===== src/rtl/game_loop_ctrl.sv =====
// rtl/game_loop_ctrl.sv - runner game-loop FSM, frame strobe, speed ramp and cooldowns (optional pause: GAME_LOOP_CTRL_PAUSE_EN)
module game_loop_ctrl #(
    parameter int FPS            = 60,
    parameter int SPEED_W        = 15,
    parameter int SPEED_INIT     = 6144,
    parameter int SPEED_MAX      = 13312,
    parameter int ACCEL          = 1,
    parameter int CLEAR_FRAMES   = 180,
    parameter int RESTART_FRAMES = 45,
    parameter int HIT_W          = 16
) (
    input  logic                     clk,
    input  logic                     rst,
    input  logic                     painter_finished,
    input  logic                     jump,
    input  logic                     pause_req,
    input  logic [HIT_W-1:0]         hit,
    output logic                     update,
    output logic [$clog2(FPS)-1:0]   timer,
    output logic [1:0]               state,
    output logic [SPEED_W-1:0]       speed,
    output logic                     start,
    output logic                     has_obstacles,
    output logic                     game_reset,
    output logic                     rng_load
);

    localparam int TIMER_W = $clog2(FPS);
    localparam int CLR_W   = $clog2(CLEAR_FRAMES + 2);
    localparam int COOL_W  = (RESTART_FRAMES < 1) ? 1 : $clog2(RESTART_FRAMES + 1);

`ifdef GAME_LOOP_CTRL_PAUSE_EN
    localparam bit PAUSE_EN = 1'b1;
`else
    localparam bit PAUSE_EN = 1'b0;
`endif

    localparam logic [SPEED_W:0]   SPEED_MAX_X  = (SPEED_W+1)'(SPEED_MAX);
    localparam logic [SPEED_W:0]   ACCEL_X      = (SPEED_W+1)'(ACCEL);
    localparam logic [SPEED_W-1:0] SPEED_INIT_V = SPEED_W'(SPEED_INIT);
    localparam logic [CLR_W-1:0]   CLR_LIMIT    = CLR_W'(CLEAR_FRAMES);
    localparam logic [CLR_W-1:0]   CLR_SAT      = CLR_W'(CLEAR_FRAMES + 1);
    localparam logic [COOL_W-1:0]  COOL_SAT     = COOL_W'(RESTART_FRAMES);
    localparam logic [TIMER_W-1:0] TIMER_LAST   = TIMER_W'(FPS - 1);

    typedef enum logic [1:0] {
        ST_WAITING = 2'd0,
        ST_RUNNING = 2'd1,
        ST_CRASHED = 2'd2,
        ST_PAUSED  = 2'd3
    } state_t;

    state_t              state_q, state_d;
    logic                pf_last;
    logic [CLR_W-1:0]    clr_cnt, clr_cnt_d, clr_inc;
    logic [COOL_W-1:0]   cool_cnt, cool_cnt_d, cool_inc;
    logic [SPEED_W-1:0]  speed_d, speed_step;
    logic [SPEED_W:0]    speed_sum;
    logic                start_d, has_obstacles_d, rng_load_d, game_reset_d;
    logic                frame_edge, hit_any, timer_adv;

    assign frame_edge = painter_finished & ~pf_last;
    assign hit_any    = |hit;
    assign timer_adv  = frame_edge & ~(PAUSE_EN & (state_q == ST_PAUSED));

    // One extra bit on the sum so a step near the top of the range cannot wrap before the clamp.
    assign speed_sum  = {1'b0, speed} + ACCEL_X;
    assign speed_step = (speed_sum > SPEED_MAX_X) ? SPEED_MAX_X[SPEED_W-1:0] : speed_sum[SPEED_W-1:0];
    assign clr_inc    = (clr_cnt >= CLR_SAT) ? CLR_SAT : clr_cnt + CLR_W'(1);
    assign cool_inc   = (cool_cnt >= COOL_SAT) ? COOL_SAT : cool_cnt + COOL_W'(1);

    assign state = state_q;

    // Next-state and datapath decisions; everything except a crash waits for the frame strobe.
    always_comb begin
        state_d         = state_q;
        speed_d         = speed;
        start_d         = start;
        has_obstacles_d = has_obstacles;
        rng_load_d      = rng_load;
        clr_cnt_d       = clr_cnt;
        cool_cnt_d      = cool_cnt;
        game_reset_d    = 1'b0;
        case (state_q)
            ST_WAITING: begin
                if (update && jump) begin
                    state_d    = ST_RUNNING;
                    speed_d    = SPEED_INIT_V;
                    start_d    = 1'b1;
                    rng_load_d = 1'b0;
                    clr_cnt_d  = '0;
                end
            end
            ST_RUNNING: begin
                if (hit_any) begin
                    state_d    = ST_CRASHED;
                    cool_cnt_d = '0;
                end else if (update && PAUSE_EN && pause_req) begin
                    state_d = ST_PAUSED;
                end else if (update) begin
                    speed_d         = speed_step;
                    clr_cnt_d       = clr_inc;
                    has_obstacles_d = (clr_inc > CLR_LIMIT);
                end
            end
            ST_PAUSED: begin
                if (update && !pause_req) begin
                    state_d = ST_RUNNING;
                end
            end
            ST_CRASHED: begin
                if (update) begin
                    cool_cnt_d = cool_inc;
                    // The update that completes the cooldown may itself carry the restart jump.
                    if ((cool_inc == COOL_SAT) && jump) begin
                        state_d         = ST_RUNNING;
                        game_reset_d    = 1'b1;
                        speed_d         = SPEED_INIT_V;
                        has_obstacles_d = 1'b0;
                        clr_cnt_d       = '0;
                        cool_cnt_d      = '0;
                    end
                end
            end
            default: state_d = ST_WAITING;
        endcase
    end

    // State, strobe, timer and datapath registers.
    always_ff @(posedge clk or negedge rst) begin
        if (!rst) begin
            state_q       <= ST_WAITING;
            pf_last       <= 1'b0;
            update        <= 1'b0;
            timer         <= '0;
            speed         <= '0;
            start         <= 1'b0;
            has_obstacles <= 1'b0;
            game_reset    <= 1'b0;
            rng_load      <= 1'b1;
            clr_cnt       <= '0;
            cool_cnt      <= '0;
        end else begin
            state_q       <= state_d;
            pf_last       <= painter_finished;
            update        <= frame_edge;
            if (timer_adv) begin
                timer <= (timer == TIMER_LAST) ? '0 : timer + TIMER_W'(1);
            end
            speed         <= speed_d;
            start         <= start_d;
            has_obstacles <= has_obstacles_d;
            game_reset    <= game_reset_d;
            rng_load      <= rng_load_d;
            clr_cnt       <= clr_cnt_d;
            cool_cnt      <= cool_cnt_d;
        end
    end

endmodule


===== config.mk =====
export PLATFORM = sky130hd
export DESIGN_NAME = game_loop_ctrl
export DESIGN_NICKNAME = d
export VERILOG_FILES = /design/src/rtl/game_loop_ctrl.sv
export SDC_FILE = /design/constraint.sdc
export NUM_CORES = 1
export LEC_CHECK = 0
export ABC_AREA = 1
export CAP_MARGIN = 0
export CELL_PAD_IN_SITES_DETAIL_PLACEMENT = 0
export CELL_PAD_IN_SITES_GLOBAL_PLACEMENT = 1
export CORE_AREA = 8 8 104 130
export DETAILED_ROUTE_END_ITERATION = 8
export DIE_AREA = 0 0 112 138
export GPL_ROUTABILITY_DRIVEN = 0
export MAX_ROUTING_LAYER = met4
export PLACE_DENSITY_LB_ADDON = 0.08
export SYNTH_ARGS = -nofsm -noshare
export SYNTH_HDL_FRONTEND = slang
export SYNTH_SLANG_ARGS = --single-unit

===== constraint.sdc =====
create_clock -name clk -period 3.8 [get_ports clk]
set_input_delay 0.76 -clock clk [delete_from_list [all_inputs] [get_ports clk]]
set_output_delay 0.76 -clock clk [all_outputs]
set_load 0.005 [all_outputs]

==> impl_results.rst, run 1 <==
.. list-table::
   :header-rows: 1

   * - Metric
     - Value
   * - Status
     - finished, final reports clean
   * - IR Drop Worst-Case VDD
     - 0.178 mV
   * - DP HPWL
     - 5950 um
   * - Global-route usage over all layers
     - 10.6%
   * - Slowest cell on crit path
     - sky130_fd_sc_hd__nor2_4
   * - Post-CTS resize count
     - 0
   * - Die width
     - 112 um
   * - Vias in the first global route
     - 2571
   * - Share of final-layout standard cells stronger than drive strength 1
     - 7.11%
   * - Clock transition at path regs
     - 0.06 ns
   * - Final period util
     - 74.3%
   * - Number of remaining DRC errors
     - 0
   * - Hold Path Class
     - register to register
   * - Length of the first detailed-routing pass in iterations
     - 4
   * - Most common cell after layout, fill and taps aside
     - sky130_fd_sc_hd__nand2_1
   * - Biggest fanout along the worst timing path
     - 20
   * - Worst path cell trace
     - clkdlybuf4s50_1 > nor2_1 > nand2_1 > nor2_1 > nand2_1 > nand2_1 > o31ai_1 > nor2_1 > nand3_4 > nor2_4 > nand2_1 > o21ai_1
   * - Global route total overflow
     - 0
   * - Antenna violations before repair
     - 0
   * - Worst max-slew margin expressed relative to the limit
     - 50.2%
   * - Synthesized instance count
     - 397
   * - Wire length of the first global-routing pass
     - 13000 um
   * - Largest net degree at the start of global routing
     - 31
   * - Max Cap Violations
     - 0
   * - Post-synthesis instance area
     - 2810 sq um
   * - Delay of the slowest cell on the worst path
     - 0.54 ns
   * - Syn. warnings
     - 0
   * - Average size of a mapped cell
     - 7.08 sq um
   * - Commonest non-fill, non-tap cells in the layout
     - sky130_fd_sc_hd__nand2_1 (131), sky130_fd_sc_hd__inv_1 (54), sky130_fd_sc_hd__nor2_1 (48), sky130_fd_sc_hd__clkdlybuf4s50_1 (47), sky130_fd_sc_hd__dfrtp_1 (42)
   * - Number of buffers inserted by post-CTS setup repair
     - 0
   * - Cell Pwr Density
     - 516 nW/um^2
   * - Diode insertion count for antenna repair
     - 0
   * - Arrival time reported for the critical path endpoint
     - 3.03 ns
   * - Endpoint kind of the worst setup timing path
     - register
   * - Family with the most delay on the worst path
     - simple AND/OR/NAND/NOR gates
   * - Fin crit period
     - 2.82 ns
   * - Height of the chip
     - 138 um
   * - Classification of the worst setup path
     - primary input to register
   * - Count of endpoints failing hold in the final timing report
     - 0
   * - CTS sink count
     - 43
   * - Met1 track demand over resource in global routing
     - 12.4%
   * - Setup repair after global routing missed its margin
     - false
   * - Fin Setup TNS
     - 0 ns
   * - Busiest layer in global routing
     - met2
   * - Total vias in the final route
     - 2620
   * - Floorplan core area
     - 11500 sq um
   * - Met2 track utilization from global routing
     - 17.6%
   * - Avg Vias per Cell
     - 4.46
   * - Buf/Inv on CP
     - 1
   * - Number of distinct library cell variants in the gate-level netlist after synthesis
     - 33
   * - Required time reported for the critical path endpoint
     - 4.00 ns
   * - Clock root buffer master
     - sky130_fd_sc_hd__clkbuf_16
   * - Antenna viol nets, final
     - 0
   * - Met3 Track Usage GR
     - 2.05%
   * - Routed wire per std cell
     - 13.4 um
   * - TritonCTS clock tree
     - built
   * - Share of the yosys chip area belonging to registers
     - 38.4%
   * - Worst Skew
     - 0.00456 ns
   * - Register bit count reported by yosys
     - 43
   * - Clock buffers created by TritonCTS
     - 5
   * - Total I/O pin count
     - 49
   * - CTS HTree Levels
     - 2
   * - Setup violation total in the final timing report
     - 0
   * - Layout-stage area growth over the synthesis result
     - 27.5%
   * - Hold-fix buffers at CTS
     - 0
   * - Startpoint type of the worst setup path
     - primary input
   * - CTS Buffer Depth
     - 2
   * - Worst path most repeated cell
     - sky130_fd_sc_hd__nand2_1
   * - Layout net count
     - 479
   * - Worst Max-Slew Pin Slew
     - 0.747 ns
   * - Worst hold margin
     - 0.443 ns
   * - Fin util
     - 31.3%
   * - Source-to-sink clock delay at the later pin of the worst-skew pair
     - 0.29 ns
   * - Initial cell density of the core
     - 24.5%
   * - Drt total wl
     - 7880 um
   * - DIE AREA
     - 15500 sq um
   * - Post-synth net total
     - 427
   * - Max-slew violation count
     - 0
   * - Highest attainable clock frequency
     - 0.354 GHz
   * - Static leakage power
     - 1.74 nW
   * - Number of port buffers
     - 48
   * - Number of placement rows
     - 44
   * - Starting DRC count in detailed routing
     - 99
[cell type report]
class | count | area (sq um)
Tap cell | 138 | 173
Timing Repair Buffer | 49 | 483
Multi-Input combinational cell | 295 | 1490
Clock buffer | 8 | 156
Fill cell | 1261 | 7870
Sequential cell | 43 | 1080
Inverter | 55 | 206
[Yosys cell counts]
library cell                 n  area share, %
sky130_fd_sc_hd__buf_2       1           0.18
sky130_fd_sc_hd__nand3_4     1           0.62
sky130_fd_sc_hd__nand3_1    29            5.2
sky130_fd_sc_hd__nand2_2     2           0.45
sky130_fd_sc_hd__or2_2       1           0.22
sky130_fd_sc_hd__o21ai_0    14            2.5
sky130_fd_sc_hd__o21ai_1     8            1.4
sky130_fd_sc_hd__a21boi_0    1           0.27
sky130_fd_sc_hd__nor3_1      1           0.18
sky130_fd_sc_hd__o31ai_1     1           0.27
sky130_fd_sc_hd__dfstp_2     1           0.94
sky130_fd_sc_hd__nor2_1     48            6.4
sky130_fd_sc_hd__o22ai_1     1           0.22
sky130_fd_sc_hd__nor2_4      2           0.80
sky130_fd_sc_hd__inv_2       1           0.13
sky130_fd_sc_hd__nand3_2    10            3.6
sky130_fd_sc_hd__nand2_1   131             18
sky130_fd_sc_hd__ha_1        9            4.0
sky130_fd_sc_hd__xnor2_1     2           0.62
sky130_fd_sc_hd__a21oi_1     6            1.1
sky130_fd_sc_hd__a21oi_2     1           0.31
sky130_fd_sc_hd__nor3b_1     1           0.27
sky130_fd_sc_hd__o21bai_2    1           0.40
sky130_fd_sc_hd__nor2_2      1           0.22
sky130_fd_sc_hd__a211oi_1    1           0.27
sky130_fd_sc_hd__nand3b_1    4            1.1
sky130_fd_sc_hd__xor2_1      5            1.6
sky130_fd_sc_hd__inv_1      54            7.2
sky130_fd_sc_hd__nand4_1    11            2.5
sky130_fd_sc_hd__buf_6       3            1.2
sky130_fd_sc_hd__dfrtp_1    42             37
sky130_fd_sc_hd__nand2_4     2           0.80
sky130_fd_sc_hd__a22oi_1     1           0.27
[cell families (layout without fill, tap and decap cells)]
group,Yosys count,count (layout),synth area share (%)
fa+ha+maj,9,9,4.01
flops,43,43,38.4
compound gates,35,35,6.99
xor+xnor,7,7,2.18
buf+inv,59,112,8.73
simple gates,244,244,39.7
[sequential cells by signal, summed over array words and instances, names as in the netlist, 2 cells and up]
signal and flops:
cool_cnt 6, state 2, speed 15, clr_cnt 8, timer 6
[power by group]
| part | switching (mW) | leakage, nW | total, mW | internal, mW |
|---|---|---|---|---|
| clock | 0.178 | 0.0772 | 0.458 | 0.280 |
| sequential | 0.116 | 0.567 | 0.676 | 0.560 |
| combinational | 0.430 | 1.10 | 0.715 | 0.285 |
[routing by layer]
metal	part of all wire [%]	wire length [um]
met5	0	0
met4	1.5	120
met3	3.7	293
met2	47	3710
met1	48	3750
[stage by stage]
step                      setup slack (ns)  cell area [sq um]  power, mW  std cells
after detailed placement             0.616               3430       1.42        580
after global routing                 0.632               3580       2.01        588
final                                0.977               3580       1.85        588
after CTS                            0.909               3580       1.90        588
after global placement               0.653               3430       1.42        580
after floorplan                       1.77               2810       1.11        397
[worst paths after layout]
check,depth (start not counted),end,start,slack [ns]
max,12,clr_cnt[7]$_DFFE_PN0P_,hit[1],0.98
min,2,rng_load$_DFFE_PN1P_,rng_load$_DFFE_PN1P_,0.44
max reg2reg,13,clr_cnt[7]$_DFFE_PN0P_,cool_cnt[0]$_DFFE_PN0P_,1.26
min reg2reg,2,rng_load$_DFFE_PN1P_,rng_load$_DFFE_PN1P_,0.44
max in group asynchronous,2,rng_load$_DFFE_PN1P_,rst,2.50
min in group asynchronous,1,cool_cnt[4]$_DFFE_PN0P_,rst,0.53
[tightest hold or removal path: stages (launching register included)]
cell and delay [ns]:
sky130_fd_sc_hd__dfstp_2 0.37, sky130_fd_sc_hd__inv_1 0.04, sky130_fd_sc_hd__nor2_1 0.04
Note: power is estimated with default switching activity, not from simulation.
==> run 2: changes to the inputs <==
- clock period: 3.8 -> 2.5 ns (I/O delays scaled with it)
==> impl_results.rst, run 2 (synthesis gave the netlist of run 1 again) <==
.. list-table::
   :header-rows: 1

   * - Metric
     - Value
   * - Initial cell density of the core
     - 24.5%
   * - Highest attainable clock frequency
     - 0.467 GHz
   * - Worst Skew
     - 0.00398 ns
   * - Commonest non-fill, non-tap cells in the layout
     - sky130_fd_sc_hd__nand2_1 (131), sky130_fd_sc_hd__inv_1 (54), sky130_fd_sc_hd__nor2_1 (48), sky130_fd_sc_hd__clkdlybuf4s50_1 (47), sky130_fd_sc_hd__dfrtp_1 (42)
   * - Setup repair after global routing missed its margin
     - false
   * - Count of endpoints failing hold in the final timing report
     - 0
   * - Layout net count
     - 485
   * - R2r startpoint
     - speed[0]$_DFFE_PN0P_
   * - Biggest fanout along the worst timing path
     - 10
   * - Post-Layout Inst Area
     - 3630 sq um
   * - Height of the chip
     - 138 um
   * - Max Cap Violations
     - 0
   * - Static leakage power
     - 1.77 nW
   * - Number of flip-flops in the largest register
     - 15
   * - Clock buffers created by TritonCTS
     - 5
   * - Most common cell after layout, fill and taps aside
     - sky130_fd_sc_hd__nand2_1
   * - Total vias in the final route
     - 2642
   * - CTS Buffer Depth
     - 2
   * - Die width
     - 112 um
   * - Biggest registers after layout
     - speed (15), clr_cnt (8)
   * - Worst max-slew margin expressed relative to the limit
     - 60.5%
   * - Int Pwr
     - 1.71 mW
   * - Largest net degree at the start of global routing
     - 24
   * - Source-to-sink clock delay at the later pin of the worst-skew pair
     - 0.29 ns
   * - Fin crit period
     - 2.14 ns
   * - Worst setup slack for register-to-register paths
     - 0.36 ns
   * - Wire length of the first global-routing pass
     - 13800 um
   * - Clock root buffer master
     - sky130_fd_sc_hd__clkbuf_16
   * - Worst hold margin
     - 0.204 ns
   * - Endpoint kind of the worst setup timing path
     - register
   * - Classification of the worst setup path
     - register to register
   * - Avg Vias per Cell
     - 4.45
   * - Status
     - finished, final reports clean
   * - Number of buffers inserted by post-CTS setup repair
     - 0
   * - Register with the most flip-flops
     - speed
   * - Net load switching power
     - 1.14 mW
   * - Worst Max-Slew Pin Slew
     - 0.593 ns
   * - Max-slew violation count
     - 0
   * - Global route total overflow
     - 0
   * - Drt total wl
     - 8160 um
   * - Hold-fix buffers at CTS
     - 0
   * - Hold Path Class
     - primary input to asynchronous set/reset pin
   * - Antenna violations before repair
     - 0
   * - Number of remaining DRC errors
     - 0
   * - Clock group share of total power
     - 23.1%
   * - Number of port buffers
     - 48
   * - Starting DRC count in detailed routing
     - 99
   * - DIE AREA
     - 15500 sq um
   * - Startpoint type of the worst setup path
     - register
   * - Arrival time reported for the critical path endpoint
     - 2.37 ns
   * - Routed wire per std cell
     - 13.7 um
   * - Clock transition at path regs
     - 0.07 ns
   * - Share of final-layout standard cells stronger than drive strength 1
     - 8.11%
   * - Fin Setup TNS
     - 0 ns
   * - Antenna viol nets, final
     - 0
   * - Length of the first detailed-routing pass in iterations
     - 4
   * - Instance area at placement
     - 3500 sq um
   * - Vias in the first global route
     - 2657
   * - Global-route usage over all layers
     - 11.3%
   * - Diode insertion count for antenna repair
     - 0
   * - CTS HTree Levels
     - 2
   * - Worst-case reg-to-reg path depth
     - 12
   * - Floorplan core area
     - 11500 sq um
   * - Required time reported for the critical path endpoint
     - 2.73 ns
   * - Net Sw Frac
     - 39.9%
   * - Layout-stage area growth over the synthesis result
     - 29.4%
   * - Post-CTS resize count
     - 0
   * - Final period util
     - 85.7%
   * - Combinational cell fraction of total power
     - 40.7%
   * - Register share of total power
     - 36.2%
   * - TritonCTS clock tree
     - built
   * - Cell Pwr Density
     - 784 nW/um^2
   * - CTS sink count
     - 43
   * - Destination of the worst register-to-register timing path
     - speed[2]$_DFFE_PN0P_
   * - Number of placement rows
     - 44
   * - DP HPWL
     - 6150 um
   * - Setup violation total in the final timing report
     - 0
   * - IR Drop Worst-Case VDD
     - 0.259 mV
   * - Total I/O pin count
     - 49
run 2: changes by cell type in the layout (fill, tap and decap cells not counted), sizes merged:
| cell | previous run | this run |
|---|---|---|
| clkbuf | 8 | 7 |
| buf | 2 | 8 |
| clkinv | 0 | 1 |
run 2: critical path, stage by stage, from the launching register on:
cell	delay, ns
sky130_fd_sc_hd__dfrtp_1	0.46
sky130_fd_sc_hd__ha_1	0.21
sky130_fd_sc_hd__nand2_1	0.12
sky130_fd_sc_hd__nor2_4	0.25
sky130_fd_sc_hd__nand4_1	0.11
sky130_fd_sc_hd__nand2_1	0.16
sky130_fd_sc_hd__nand3_1	0.08
sky130_fd_sc_hd__nor2_1	0.09
sky130_fd_sc_hd__nand3_1	0.07
sky130_fd_sc_hd__nand2_1	0.12
sky130_fd_sc_hd__buf_4	0.23
sky130_fd_sc_hd__nand3_1	0.10
sky130_fd_sc_hd__nand2_1	0.06
run 2: power groups by stage:
stage          sequential [mW]  combinational, mW  clock, mW
5_1_grt                   1.06               1.34      0.714
6_report                  1.03               1.16      0.658
4_1_cts                   1.04               1.20      0.689
3_3_place_gp              1.05               1.20          0
2_1_floorplan             1.01              0.679          0
3_5_place_dp              1.04               1.19          0
run 2: metal layers:
layer  GRT usage, %  share of wire (%)  vias up  wire length [um]
li1               -                  -     1366                 -
met1           14.0                 48     1214              3920
met2           18.3                 47       55              3830
met3           2.14                3.8        7               312
met4           3.42                1.2        0               102
met5              -                  0        -                 0
run 2: worst max-delay path by stage:
stage / startpoint / endpoint / slack, ns / cells after the start
3_3_place_gp: hit[1] / clr_cnt[7]$_DFFE_PN0P_ / 0.26 / 13
4_1_cts: speed[0]$_DFFE_PN0P_ / speed[2]$_DFFE_PN0P_ / 0.30 / 12
6_report: speed[0]$_DFFE_PN0P_ / speed[2]$_DFFE_PN0P_ / 0.36 / 12
3_5_place_dp: hit[1] / speed[11]$_DFFE_PN0P_ / 0.24 / 13
5_1_grt: speed[0]$_DFFE_PN0P_ / speed[2]$_DFFE_PN0P_ / 0.06 / 14
2_1_floorplan: cool_cnt[0]$_DFFE_PN0P_ / speed[11]$_DFFE_PN0P_ / 0.70 / 13
run 2: cell type report:
class | count | area, sq um
multi-input cells | 295 | 1490
repair buffers | 55 | 553
well taps | 138 | 173
clock inverters | 1 | 5.00
fillers | 1246 | 7820
flip-flops and latches | 43 | 1080
inverters | 55 | 206
clock buffers | 7 | 133
run 2: metrics by stage:
step	total power [mW]	setup slack [ns]	utilization [%]	cells
2_1_floorplan	1.69	0.695	-	397
3_3_place_gp	2.24	0.262	30.5	586
3_5_place_dp	2.24	0.236	30.5	586
4_1_cts	2.92	0.299	31.7	594
5_1_grt	3.11	0.0564	31.7	594
6_report	2.85	0.358	31.7	594
